### config.mk
export PLATFORM = sky130hd
export DESIGN_NAME = router_input_port
export DESIGN_NICKNAME = d
export VERILOG_FILES = /design/src/rtl/router_input_port.sv
export SDC_FILE = /design/constraint.sdc
export NUM_CORES = 1
export LEC_CHECK = 0
export ABC_AREA = 0
export BUFFER_PORTS_ARGS = -buffer_cell sky130_fd_sc_hd__buf_2
export CAP_MARGIN = 10
export CORE_MARGIN = 2
export CORE_UTILIZATION = 55
export DETAILED_ROUTE_END_ITERATION = 12
export PLACE_DENSITY_LB_ADDON = 0.2
export SLEW_MARGIN = 20
export SYNTH_ARGS = -nofsm -noshare
export SYNTH_HDL_FRONTEND = slang
export SYNTH_SLANG_ARGS = --single-unit
### constraint.sdc
create_clock -name clk -period 4.6 [get_ports clk]
set_clock_uncertainty 0.15 [all_clocks]
set_input_delay 0.46 -clock clk [delete_from_list [all_inputs] [get_ports clk]]
set_output_delay 0.46 -clock clk [all_outputs]
set_load 0.02 [all_outputs]
### src/rtl/router_input_port.sv
// router_input_port: per-source ingress stage of the 16x16 router.
// Deserialises the LSB-first destination address, requests the arbiter, buffers
// payload bits as {last, data} FIFO entries and replays them serially once granted.
// Optional feature: define ROUTER_TIMEOUT_EN to abandon a packet whose grant does
// not arrive within TIMEOUT cycles (adds the timeout_o port and a DISCARD state).

module router_input_port #(
    parameter int ADDR_W  = 4,
    parameter int DEPTH   = 32,
    parameter int TIMEOUT = 64
) (
    input  logic              clk,
    input  logic              reset_n,
    input  logic              frame_n,
    input  logic              valid_n,
    input  logic              din,
    output logic              busy_n,
    output logic              req,
    output logic [ADDR_W-1:0] dest,
    input  logic              gnt,
    output logic              frameo_n,
    output logic              valido_n,
    output logic              dout,
    output logic              ovf
`ifdef ROUTER_TIMEOUT_EN
    ,
    output logic              timeout_o
`endif
);

    localparam int CNT_W  = (ADDR_W > 1) ? $clog2(ADDR_W) : 1;
    localparam int PTR_W  = (DEPTH > 1) ? $clog2(DEPTH) : 1;
    localparam int FILL_W = $clog2(DEPTH + 1);
    localparam logic [CNT_W-1:0]  ADDR_LAST = CNT_W'(ADDR_W - 1);
    localparam logic [PTR_W-1:0]  PTR_MAX   = PTR_W'(DEPTH - 1);
    localparam logic [FILL_W-1:0] FILL_MAX  = FILL_W'(DEPTH);

    generate
        if (ADDR_W < 2 || DEPTH < 2 || TIMEOUT < 1) begin : g_bad_param
            $error("router_input_port: ADDR_W and DEPTH must be >= 2, TIMEOUT >= 1");
        end
    endgenerate

    typedef enum logic [2:0] {
        S_IDLE    = 3'd0,
        S_ADDR    = 3'd1,
        S_REQ     = 3'd2,
        S_SEND    = 3'd3
`ifdef ROUTER_TIMEOUT_EN
        ,
        S_DISCARD = 3'd4
`endif
    } state_t;

    state_t            state, state_nxt;
    logic [CNT_W-1:0]  cnt;

    logic [1:0]        mem [DEPTH];
    logic [PTR_W-1:0]  wr_ptr, rd_ptr, tail_ptr;
    logic [FILL_W-1:0] fill;
    logic [1:0]        head;
    logic              push, pop, full, push_ok, drop, timed_out;

    // A push while full is only dropped when no pop frees a slot in the same cycle.
    assign push     = (state == S_REQ || state == S_SEND) && !valid_n;
    assign pop      = (state == S_SEND) && (fill != '0);
    assign full     = (fill == FILL_MAX);
    assign push_ok  = push && (!full || pop);
    assign drop     = push && full && !pop;
    assign head     = mem[rd_ptr];
    assign tail_ptr = (wr_ptr == '0) ? PTR_MAX : wr_ptr - 1'b1;

    assign busy_n = (state == S_IDLE);
    assign req    = (state == S_REQ) || (state == S_SEND);

`ifdef ROUTER_TIMEOUT_EN
    localparam int TO_W = $clog2(TIMEOUT + 1);
    localparam logic [TO_W-1:0] TO_LAST = TO_W'(TIMEOUT - 1);
    logic [TO_W-1:0] tcnt;
    logic            got_last;

    assign timed_out = (state == S_REQ) && !gnt && (tcnt == TO_LAST);

    // Grant-wait counter, pulse on DISCARD entry, and memory of an already-seen last bit
    always_ff @(posedge clk or negedge reset_n) begin
        if (!reset_n) begin
            tcnt      <= '0;
            got_last  <= 1'b0;
            timeout_o <= 1'b0;
        end else begin
            timeout_o <= timed_out;
            tcnt      <= (state == S_REQ && !gnt) ? tcnt + 1'b1 : '0;
            if (state == S_IDLE)
                got_last <= 1'b0;
            else if (push && frame_n)
                got_last <= 1'b1;
        end
    end
`else
    assign timed_out = 1'b0;
`endif

    // Next-state logic
    always_comb begin
        state_nxt = state;
        case (state)
            S_IDLE:  if (!frame_n) state_nxt = S_ADDR;
            S_ADDR: begin
                if (frame_n)
                    state_nxt = S_IDLE;
                else if (cnt == ADDR_LAST)
                    state_nxt = S_REQ;
            end
            S_REQ: begin
                if (gnt)
                    state_nxt = S_SEND;
`ifdef ROUTER_TIMEOUT_EN
                else if (timed_out)
                    state_nxt = S_DISCARD;
`endif
            end
            S_SEND:  if (pop && head[1]) state_nxt = S_IDLE;
`ifdef ROUTER_TIMEOUT_EN
            S_DISCARD: if (got_last || (frame_n && !valid_n)) state_nxt = S_IDLE;
`endif
            default: state_nxt = S_IDLE;
        endcase
    end

    // State register and serial address capture
    always_ff @(posedge clk or negedge reset_n) begin
        if (!reset_n) begin
            state <= S_IDLE;
            cnt   <= '0;
            dest  <= '0;
        end else begin
            state <= state_nxt;
            if (state == S_IDLE && !frame_n) begin
                dest[0] <= din;
                cnt     <= CNT_W'(1);
            end else if (state == S_ADDR && !frame_n) begin
                dest[cnt] <= din;
                cnt       <= cnt + 1'b1;
            end
        end
    end

    // FIFO pointers and fill level; the overflow flag is sticky until reset
    always_ff @(posedge clk or negedge reset_n) begin
        if (!reset_n) begin
            wr_ptr <= '0;
            rd_ptr <= '0;
            fill   <= '0;
            ovf    <= 1'b0;
        end else begin
            if (drop)
                ovf <= 1'b1;
            if (timed_out) begin
                wr_ptr <= '0;
                rd_ptr <= '0;
                fill   <= '0;
            end else begin
                if (push_ok)
                    wr_ptr <= (wr_ptr == PTR_MAX) ? '0 : wr_ptr + 1'b1;
                if (pop)
                    rd_ptr <= (rd_ptr == PTR_MAX) ? '0 : rd_ptr + 1'b1;
                if (push_ok && !pop)
                    fill <= fill + 1'b1;
                else if (!push_ok && pop)
                    fill <= fill - 1'b1;
            end
        end
    end

    // FIFO storage; a dropped last bit still terminates the frame via the tail entry
    always_ff @(posedge clk) begin
        if (push_ok)
            mem[wr_ptr] <= {frame_n, din};
        else if (drop && frame_n)
            mem[tail_ptr][1] <= 1'b1;
    end

    // Registered serial replay; an empty FIFO mid-packet shows a bubble
    always_ff @(posedge clk or negedge reset_n) begin
        if (!reset_n) begin
            frameo_n <= 1'b1;
            valido_n <= 1'b1;
            dout     <= 1'b0;
        end else if (state == S_SEND) begin
            if (pop) begin
                frameo_n <= head[1];
                valido_n <= 1'b0;
                dout     <= head[0];
            end else begin
                frameo_n <= 1'b0;
                valido_n <= 1'b1;
            end
        end else begin
            frameo_n <= 1'b1;
            valido_n <= 1'b1;
        end
    end

endmodule

==> flow_results.org, run 1 <==
** Outcome
- Status :: completed

** Setup path
- Critical-path top delay cell :: sky130_fd_sc_hd__or4_1
- The number of cells on the worst reg-to-reg path is 12.
- Startpoint type of the worst setup path :: flip-flop
- CP peak stage delay :: 660 ps
- Of all nets on the critical path, the largest fanout is 10.
- Type of destination of the critical path :: flip-flop
- Crit-path cells :: or4_1, o31ai_1, buf_4, inv_1, ha_1, inv_1, ha_1, a21o_1, a21oi_1, or4_1, nand4_1, xor2_1
- Worst endpoint data arrival time :: 3620 ps
- Data required time of the critical path :: 4700 ps
- CP Class :: reg -> reg

** Global routing
- The first global-routing pass estimated 15800 um of wire.
- Grt total ovfl :: 0
- GRT Resource Usage Total :: 23.3%
- Entering global routing, the biggest net connects 43 pins.
- Vias in the first global route :: 3005
- The number of antenna violations at the first check in global routing is 0.

** Timing
- The final max-slew violation count was 0.
- Setup violations remaining at the end of the flow were counted as 0.
- Setup total negative slack on the finished layout was measured at 0 ps.
- Period minus WS final :: 3530 ps
- RSZ-0062 raised after global routing :: no
- At the pin with the least slew margin, the transition time is 962 ps.
- The worst path uses 76.7% of the clock period.
- Relative slew slack :: 35.8%
- Timing would allow up to 284 MHz.
- The number of hold violations in the final report was 0.

** Worst hold path
- The tightest min-delay check is of the in -> reg type.
- Hold-critical path depth :: 2

** Synthesis
- Largest family of logic cells by synthesized area :: simple AND/OR/NAND/NOR gates
- After synthesis, flip-flops and latches occupy 56.2% of the total area.
- After synthesis, the share of flip-flops with an asynchronous set or reset is 30.4%.
- Unique cell type count in the Yosys netlist :: 52
- Synthesis produced a netlist whose cell count is 391.
- The number of nets in the synthesized netlist is 412.
- Post-synthesis mux area share :: 10.6%
- Post-synthesis share of cell area spent on full adders, half adders and majority gates :: 4.18%
- Of the total synthesized cell area, the portion taken by XOR and XNOR cells is 0.938%.
- Simple-gate portion of the synthesized area :: 15.3%
- Number of enable-type register cells in the synthesized netlist :: 64
- Post-synthesis cell area :: 4670 um2
- Mean Syn Cell Area :: 11.9 um2
- Yosys printed 0 warnings.
- Seq cells post-synth :: 92
- The synthesized netlist devotes 9.43% of its cell area to compound gates.
- For this run, the leading register cell type out of synthesis is sky130_fd_sc_hd__edfxtp_1.

** Final layout
- N_diodes :: 0
- Total Nets Final :: 421
- Cell Count, Final, Fillers Out :: 510
- After filler insertion, the fill cell instance count of the layout stands at 661.
- Ratio of cells with drive above 1 in the final layout :: 17.5%
- For this run, the share of the core covered by cells in the final layout is 61.1%.
- Syn-to-layout area delta :: 7.42%

** Die
- Top Ports :: 16
- Height of the die :: 96.2 um
- The total area inside the core boundary comes to 8220 um2.
- In this run the core area contains 33 standard-cell rows.
- The die covers 9250 um2.
- The die is 96.2 um wide.
- For this configuration, the core starts out at a cell density of 56.8%.

** Placement
- Instance count after placement with tap cells included :: 493
- Placer Congestion :: 0.787
- The HPWL after detailed placement is 6500 um.
- Port buffering added 15 buffers.

** Job
- Number of maximum-capacitance violations :: 0

** Route
- The final layout contains routed wiring with a total length of 9790 um.
- Avg WL per Cell :: 19.2 um
- Residual DRC :: 0
- The count of nets left with antenna violations once routing finished came out at 0.
- Post-DR vias/cell :: 6.09
- Overall via count from detail_route :: 3104
- The pre-antenna-repair detailed-routing pass consisted of 5 iterations.
- 1st-iter DRT viols :: 235

** Clock network
- TritonCTS built the clock tree.
- Clock root buffer :: sky130_fd_sc_hd__clkbuf_8
- H-tree levels :: 3
- Clock net sink count :: 92
- Clock Latency Late Sink :: 360 ps
- Postcts setup bufs :: 0
- Clock tree synthesis inserted a total of 9 buffers.
- Hold_buf cts :: 1
- Post-cts resize count :: 0
- Maximum root-to-sink buffer count :: 2
- After clock tree synthesis, the clock-pin slew on the worst setup and hold paths is 100 ps.

** Power
- Worst supply voltage drop on vdd :: 0.366 mV
- Leak :: 1.80 nW
- Power per Cell Area :: 543 nW/um2
==> critical path, delay by kind of cell (launching register included) <==
| family | cells | cell delay, ps |
|---|---|---|
| buf+inv | 3 | 470 |
| simple gates | 3 | 930 |
| xor+xnor | 1 | 160 |
| fa+ha+maj | 2 | 530 |
| flops | 1 | 430 |
| compound gates | 3 | 740 |
==> cell families (layout without fill, tap and decap cells) <==
group                    Yosys count  after routing
buffers and inverters             40             54
flip-flops                        92             92
multiplexers                      36             36
AO/OA/AOI/OAI                     60             60
XOR/XNOR                           5              5
adder cells (fa/ha/maj)           15             15
AND/OR/NAND/NOR                  143            143
==> area by class of cell <==
| type | count | area (um2) | area share [%] |
|---|---|---|---|
| clock inverters | 6 | 48.8 | 0.973 |
| flip-flops and latches | 92 | 2630 | 52.3 |
| clock buffers | 10 | 128 | 2.54 |
| repair buffers | 23 | 138 | 2.74 |
| inverters | 15 | 56.3 | 1.12 |
| well taps | 105 | 131 | 2.62 |
| multi-input cells | 259 | 1890 | 37.7 |
==> cell usage after synthesis (9+ instances only) <==
cell type	instances	share of area, %
sky130_fd_sc_hd__edfxtp_1	64	41
sky130_fd_sc_hd__nor2_1	53	4.3
sky130_fd_sc_hd__dfrtp_1	26	14
sky130_fd_sc_hd__nor3_1	21	2.3
sky130_fd_sc_hd__nand2_1	19	1.5
sky130_fd_sc_hd__o21ai_0	19	2.0
sky130_fd_sc_hd__clkbuf_1	18	1.4
sky130_fd_sc_hd__mux2i_1	17	3.6
sky130_fd_sc_hd__inv_1	15	1.2
sky130_fd_sc_hd__ha_1	14	3.8
sky130_fd_sc_hd__nand3_1	11	1.2
sky130_fd_sc_hd__mux4_2	10	4.8
sky130_fd_sc_hd__mux2_2	9	2.2
==> worst paths after layout <==
kind / startpoint / end / slack (ps)
worst max-delay path: fill[1] / fill[5] / 1070
worst min-delay path: din / dest[1] / 240
worst max register to register: fill[1] / fill[5] / 1070
worst min register to register: ovf / ovf / 320
max in group asynchronous: reset_n / wr_ptr[4] / 3380
min in group asynchronous: reset_n / cnt[1] / 500
==> layer usage <==
layer	vias to the layer above	wire length, um	GRT usage, %
li1	1471	-	-
met1	1529	4470	33.0
met2	93	4720	36.6
met3	11	487	4.78
met4	0	116	6.55
met5	-	0	0
==> flip-flops by register name, indices dropped and copies added (netlist names), 2 cells and up <==
register / count
dest: 4
fill: 6
state: 2
cnt: 2
wr_ptr: 5
mem: 64
rd_ptr: 5
==> placed cells by master (no fill, tap or decap), drive strengths merged, types with 6 or more instances in the layout <==
cell,count
buf,22
clkbuf,10
dfrtp,26
edfxtp,64
ha,14
inv,18
mux2,9
mux2i,17
mux4,10
nand2,19
nand2b,7
nand3,11
nand4,6
nor2,53
nor3,28
o21ai,20
==> power breakdown <==
part	switching, mW	internal (mW)	leakage [nW]
registers	0.217	0.999	0.920
logic	0.582	0.419	0.791
clock network	0.302	0.204	0.0931
total	1.10	1.62	1.80
==> metrics by stage <==
stage | cell area (um2) | total power, mW | hold slack [ps] | worst slack, ps
after floorplan | 4670 | 1.96 | 14.4 | 1060
after global placement | 4830 | 2.20 | 296 | 1250
after detailed placement | 4830 | 2.23 | 301 | 1110
after CTS | 5020 | 2.74 | 224 | 1080
after global routing | 5020 | 2.91 | 235 | 867
final | 5020 | 2.72 | 237 | 1070
Note: power is estimated with default switching activity, not from simulation.
==> run 2: changes to the inputs <==
--- a/config.mk
+++ b/config.mk
@@ -5,7 +5,7 @@
 export SDC_FILE = /design/constraint.sdc
 export NUM_CORES = 1
 export LEC_CHECK = 0
-export ABC_AREA = 0
+export ABC_AREA = 1
 export BUFFER_PORTS_ARGS = -buffer_cell sky130_fd_sc_hd__buf_2
 export CAP_MARGIN = 10
 export CORE_MARGIN = 2
==> constraint.sdc (replaced) <==
create_clock -name clk -period 3.4 [get_ports clk]
set_clock_uncertainty 0.15 [all_clocks]
set_input_delay 0.34 -clock clk [delete_from_list [all_inputs] [get_ports clk]]
set_output_delay 0.34 -clock clk [all_outputs]
set_load 0.02 [all_outputs]
==> run 2 against run 1 <==
Effect of this change:
- clock-buffer cell count did not move
- sequential power rose by 30%
- non-clock buffer count fell by 2
- global-route usage fell by 0.30 points
- hold slack got worse by 76 ps
- via count rose by 17%
- maximum frequency rose by 24%
- cell area rose by 3.5%
- first-iteration DRC count rose by 14%
- synthesized cell count rose by 35%
- critical path type unchanged
==> flow_results.org, run 2 <==
** Die
- Effective utilization at floorplan :: 55.9% (-0.90 points)
- The boundary pin count was 16 (unchanged).
- Die X-Extent :: 97.5 um (+1.4%)
- Height of the die :: 97.5 um (+1.4%)
- Die area :: 9500 um2 (+2.8%)
- Area of the placeable core :: 8590 um2 (+4.6%)
- Number of cell rows :: 34 (+3.0%)

** Global routing
- Initial antenna violation count :: 0 (unchanged)
- met2 is the most crowded layer.
- The fraction of met1 tracks used by global routing is 32.0% (-0.96 points).
- The global-route wire length before repair was 17500 um (+11%).
- The met2 demand-to-capacity share in global routing is 36.3% (-0.29 points).
- The met3 demand-to-capacity share in global routing was 4.46% (-0.32 points).
- The remaining global-route overflow came to 0 (unchanged).
- The number of global-route vias before repair is 3616 (+20%).
- GRT Resource Usage Total :: 23.0% (-0.30 points)
- The maximum number of pins on one net before global-route repair is 39 (-9.3%).

** Synthesis
- Top-area cell type share of the netlist area :: 40.0% (-1.2 points)
- The synthesized design spends more area on one cell type than any other, namely sky130_fd_sc_hd__edfxtp_1.
- Mean Syn Cell Area :: 9.09 um2 (-24%)
- The number of synthesized register bits was 92 (unchanged).
- For this run, the leading register cell type out of synthesis is sky130_fd_sc_hd__edfxtp_1.
- Most frequent cell after synthesis :: sky130_fd_sc_hd__nand2_1
- The sequential fraction of the synthesis area was 54.6% (-1.6 points).
- By area the synthesized netlist is led by sky130_fd_sc_hd__edfxtp_1, sky130_fd_sc_hd__dfrtp_1, sky130_fd_sc_hd__nand2_1.
- Unique cell type count in the Yosys netlist :: 39 (-25%)
- Post-Synthesis Net Count :: 550 (+33%)
- Async set or reset register ratio after synthesis :: 30.4% (unchanged)
- By count the netlist is led by sky130_fd_sc_hd__nand2_1, sky130_fd_sc_hd__nor2_1, sky130_fd_sc_hd__edfxtp_1, sky130_fd_sc_hd__nand3_1.
- The number of synthesized flops with an enable pin came to 64 (unchanged).
- Warnings from Yosys :: 0 (unchanged)
- Cells after synthesis :: 529 (+35%)
- The post-synthesis instance area came to 4810 um2 (+2.9%).

** Clock network
- Clock root buffer :: sky130_fd_sc_hd__clkbuf_8
- Clock net sink count :: 92 (unchanged)
- Postcts setup bufs :: 0 (unchanged)
- Post-cts resize count :: 0 (unchanged)
- CTS tree :: done
- Hold_buf cts :: 1 (unchanged)
- The clock slew seen by the registers of the worst setup and hold paths was 90 ps (about the same).
- Maximum root-to-sink buffer count :: 2 (unchanged)
- The TritonCTS buffer count was 9 (unchanged).
- The clock insertion delay at the later pin of the skew report came to 360 ps (about the same).
- H-tree levels :: 3 (unchanged)

** Setup path
- CP peak stage delay :: 410 ps (-250 ps)
- Data required time of the critical path :: 3500 ps (-1200 ps)
- The worst setup path is captured at a flip-flop.
- The maximum net fanout on the critical path was 10 (unchanged).
- The critical path arrival came to 2950 ps (-670 ps).
- Critical-path top delay cell :: sky130_fd_sc_hd__dfrtp_1
- The critical path goes through nor2_1, nand2_1, o21ai_2, inv_2, ha_1, inv_1, ha_1, nand3_1, nand3_1, nand2_1, nand2_1, a21oi_1, nand2_1, nand2_1, nor2_1, xor2_1.
- The critical path is of the reg -> reg type.
- By instance count, the cell type seen most on the critical path is sky130_fd_sc_hd__nand2_1.
- The worst setup path is launched from a flip-flop.

** Placement
- DP Wirelength :: 6750 um (+3.9%)
- The count of placed standard cells including taps was 636 (+29%).
- The routability-driven placement congestion ratio was 0.865 (+9.9%).
- The number of buffer cells added on primary ports was 15 (unchanged).

** Power
- P_sw :: 2.03 mW (+85%)
- The part of the power in registers came to 35.5% (-9.1 points).
- The cell leakage power is 2.06 nW (+14%).
- Internal power :: 2.43 mW (+50%)
- Power per Cell Area :: 860 nW/um2 (+58%)
- Part of the total power dissipated in combinational logic :: 46.5% (+9.7 points)
- Worst supply voltage drop on vdd :: 0.390 mV (+6.7%)
- The net switching fraction of the power was 45.5% (+5.1 points).
- Relative contribution of the clock network to total power :: 18.0% (-0.6 points)

** Final layout
- The count of nets after finishing is 561 (+33%).
- Syn-to-layout area delta :: 8.02%
- Register with the most flip-flops :: mem
- Most frequent standard cell in the layout excluding fill and tap cells :: sky130_fd_sc_hd__nand2_1
- Regs by FF count :: mem x64, fill x6
- The number of flip-flops in the largest register is 64 (unchanged).
- N_diodes :: 0 (unchanged)
- Ratio of cells with drive above 1 in the final layout :: 12.7% (-4.9 points)
- Leaving out fill and tap cells, the most frequent cells in the layout are sky130_fd_sc_hd__nand2_1, sky130_fd_sc_hd__nor2_1, sky130_fd_sc_hd__edfxtp_1.
- Cell Count, Final, Fillers Out :: 653 (+28%)

** Route
- Overall via count from detail_route :: 3636 (+17%)
- Residual DRC :: 0 (unchanged)
- 1st-iter DRT viols :: 267 (+14%)
- Detailed Routing Iterations Pass 1 :: 5 (unchanged)
- Avg WL per Cell :: 15.5 um (-19%)
- The ratio of routed vias to standard cells is 5.57 (-8.5%).
- The final wirelength came to 10100 um (+3.7%).
- The remaining antenna violation count after routing was 0 (unchanged).

** Timing
- Number of slew-limit violations in the final report :: 0 (unchanged)
- Relative slew slack :: 45.0% (+9.2 points)
- The slew at the pin closest to its max-slew limit is 824 ps (-139 ps).
- Maximum clock frequency :: 351 MHz (+24%)
- Setup repair after global routing left no endpoint under its margin.
- The number of hold violations in the final report came to 0 (unchanged).
- Post-Route Setup TNS :: 0 ps (unchanged)
- The time the worst path needs with I/O delays and setup was 2850 ps (-675 ps).
- The final count of negative-setup-slack endpoints was 0 (unchanged).
- Final worst-path cycle share :: 83.9% (+7.2 points)

** Job
- Number of maximum-capacitance violations :: 0 (unchanged)

** Worst hold path
- The tightest min-delay check is of the in -> reg type.

** Outcome
- Status :: completed
-- run 2: worst max-delay path, delay by kind of cell (launching register included) --
kind | cells | cell delay, ps
flops | 1 | 410
compound gates | 2 | 350
xor+xnor | 1 | 140
simple gates | 9 | 840
fa+ha+maj | 2 | 550
buf+inv | 2 | 310
-- run 2: cell type report --
type / count / area, um2
clock buffers: 10 / 128
clock inverters: 6 / 88.8
fillers: 737 / 3400
inverters: 42 / 158
multi-input cells: 374 / 1940
flip-flops and latches: 92 / 2630
well taps: 108 / 135
repair buffers: 21 / 123
-- run 2: path summary, 6_finish.rpt --
kind | startpoint | endpoint | slack (ps) | cells after the start
min in group asynchronous | reset_n | fill[2] | 380 | 2
setup / recovery | fill[3] | fill[5] | 550 | 16
setup reg to reg | fill[3] | fill[5] | 550 | 16
max in group asynchronous | reset_n | wr_ptr[3] | 2290 | 2
hold / removal | gnt | state[1] | 160 | 3
hold reg to reg | dout | dout | 340 | 2
-- run 2: logic make-up after synthesis --
group	share of synthesized area (%)
xor gates and xnor gates	1.25
and+or+nand+nor	27.6
DFF	54.6
buffers and inverters	5.28
adders and majority gates	4.06
AOI/OAI and AO/OA	7.16
-- run 2: stage by stage --
| step | worst slack, ps | power [mW] | utilization (%) | hold WS, ps | area (um2) |
|---|---|---|---|---|---|
| after floorplan | 744 | 3.12 | - | -106 | 4810 |
| after global placement | 715 | 3.60 | 57.7 | 248 | 4960 |
| after detailed placement | 589 | 3.67 | 57.8 | 258 | 4970 |
| after CTS | 559 | 4.47 | 60.4 | 152 | 5190 |
| after global routing | 265 | 4.82 | 60.4 | 169 | 5190 |
| final | 548 | 4.47 | 60.4 | 162 | 5190 |
-- run 2: power groups by stage --
stage / registers [mW] / logic (mW) / clock network [mW]
floorplan: 1.60 / 1.53 / 0
global placement: 1.60 / 2.00 / 0
detailed placement: 1.61 / 2.05 / 0
CTS: 1.59 / 2.07 / 0.814
global route: 1.61 / 2.35 / 0.852
finish: 1.59 / 2.08 / 0.804
-- run 2: layer usage --
layer / up-vias / share of wire, %
met1: 1726 / 47
met3: 18 / 5.6
met5: - / 0
li1: 1802 / -
met2: 90 / 46
met4: 0 / 1.6
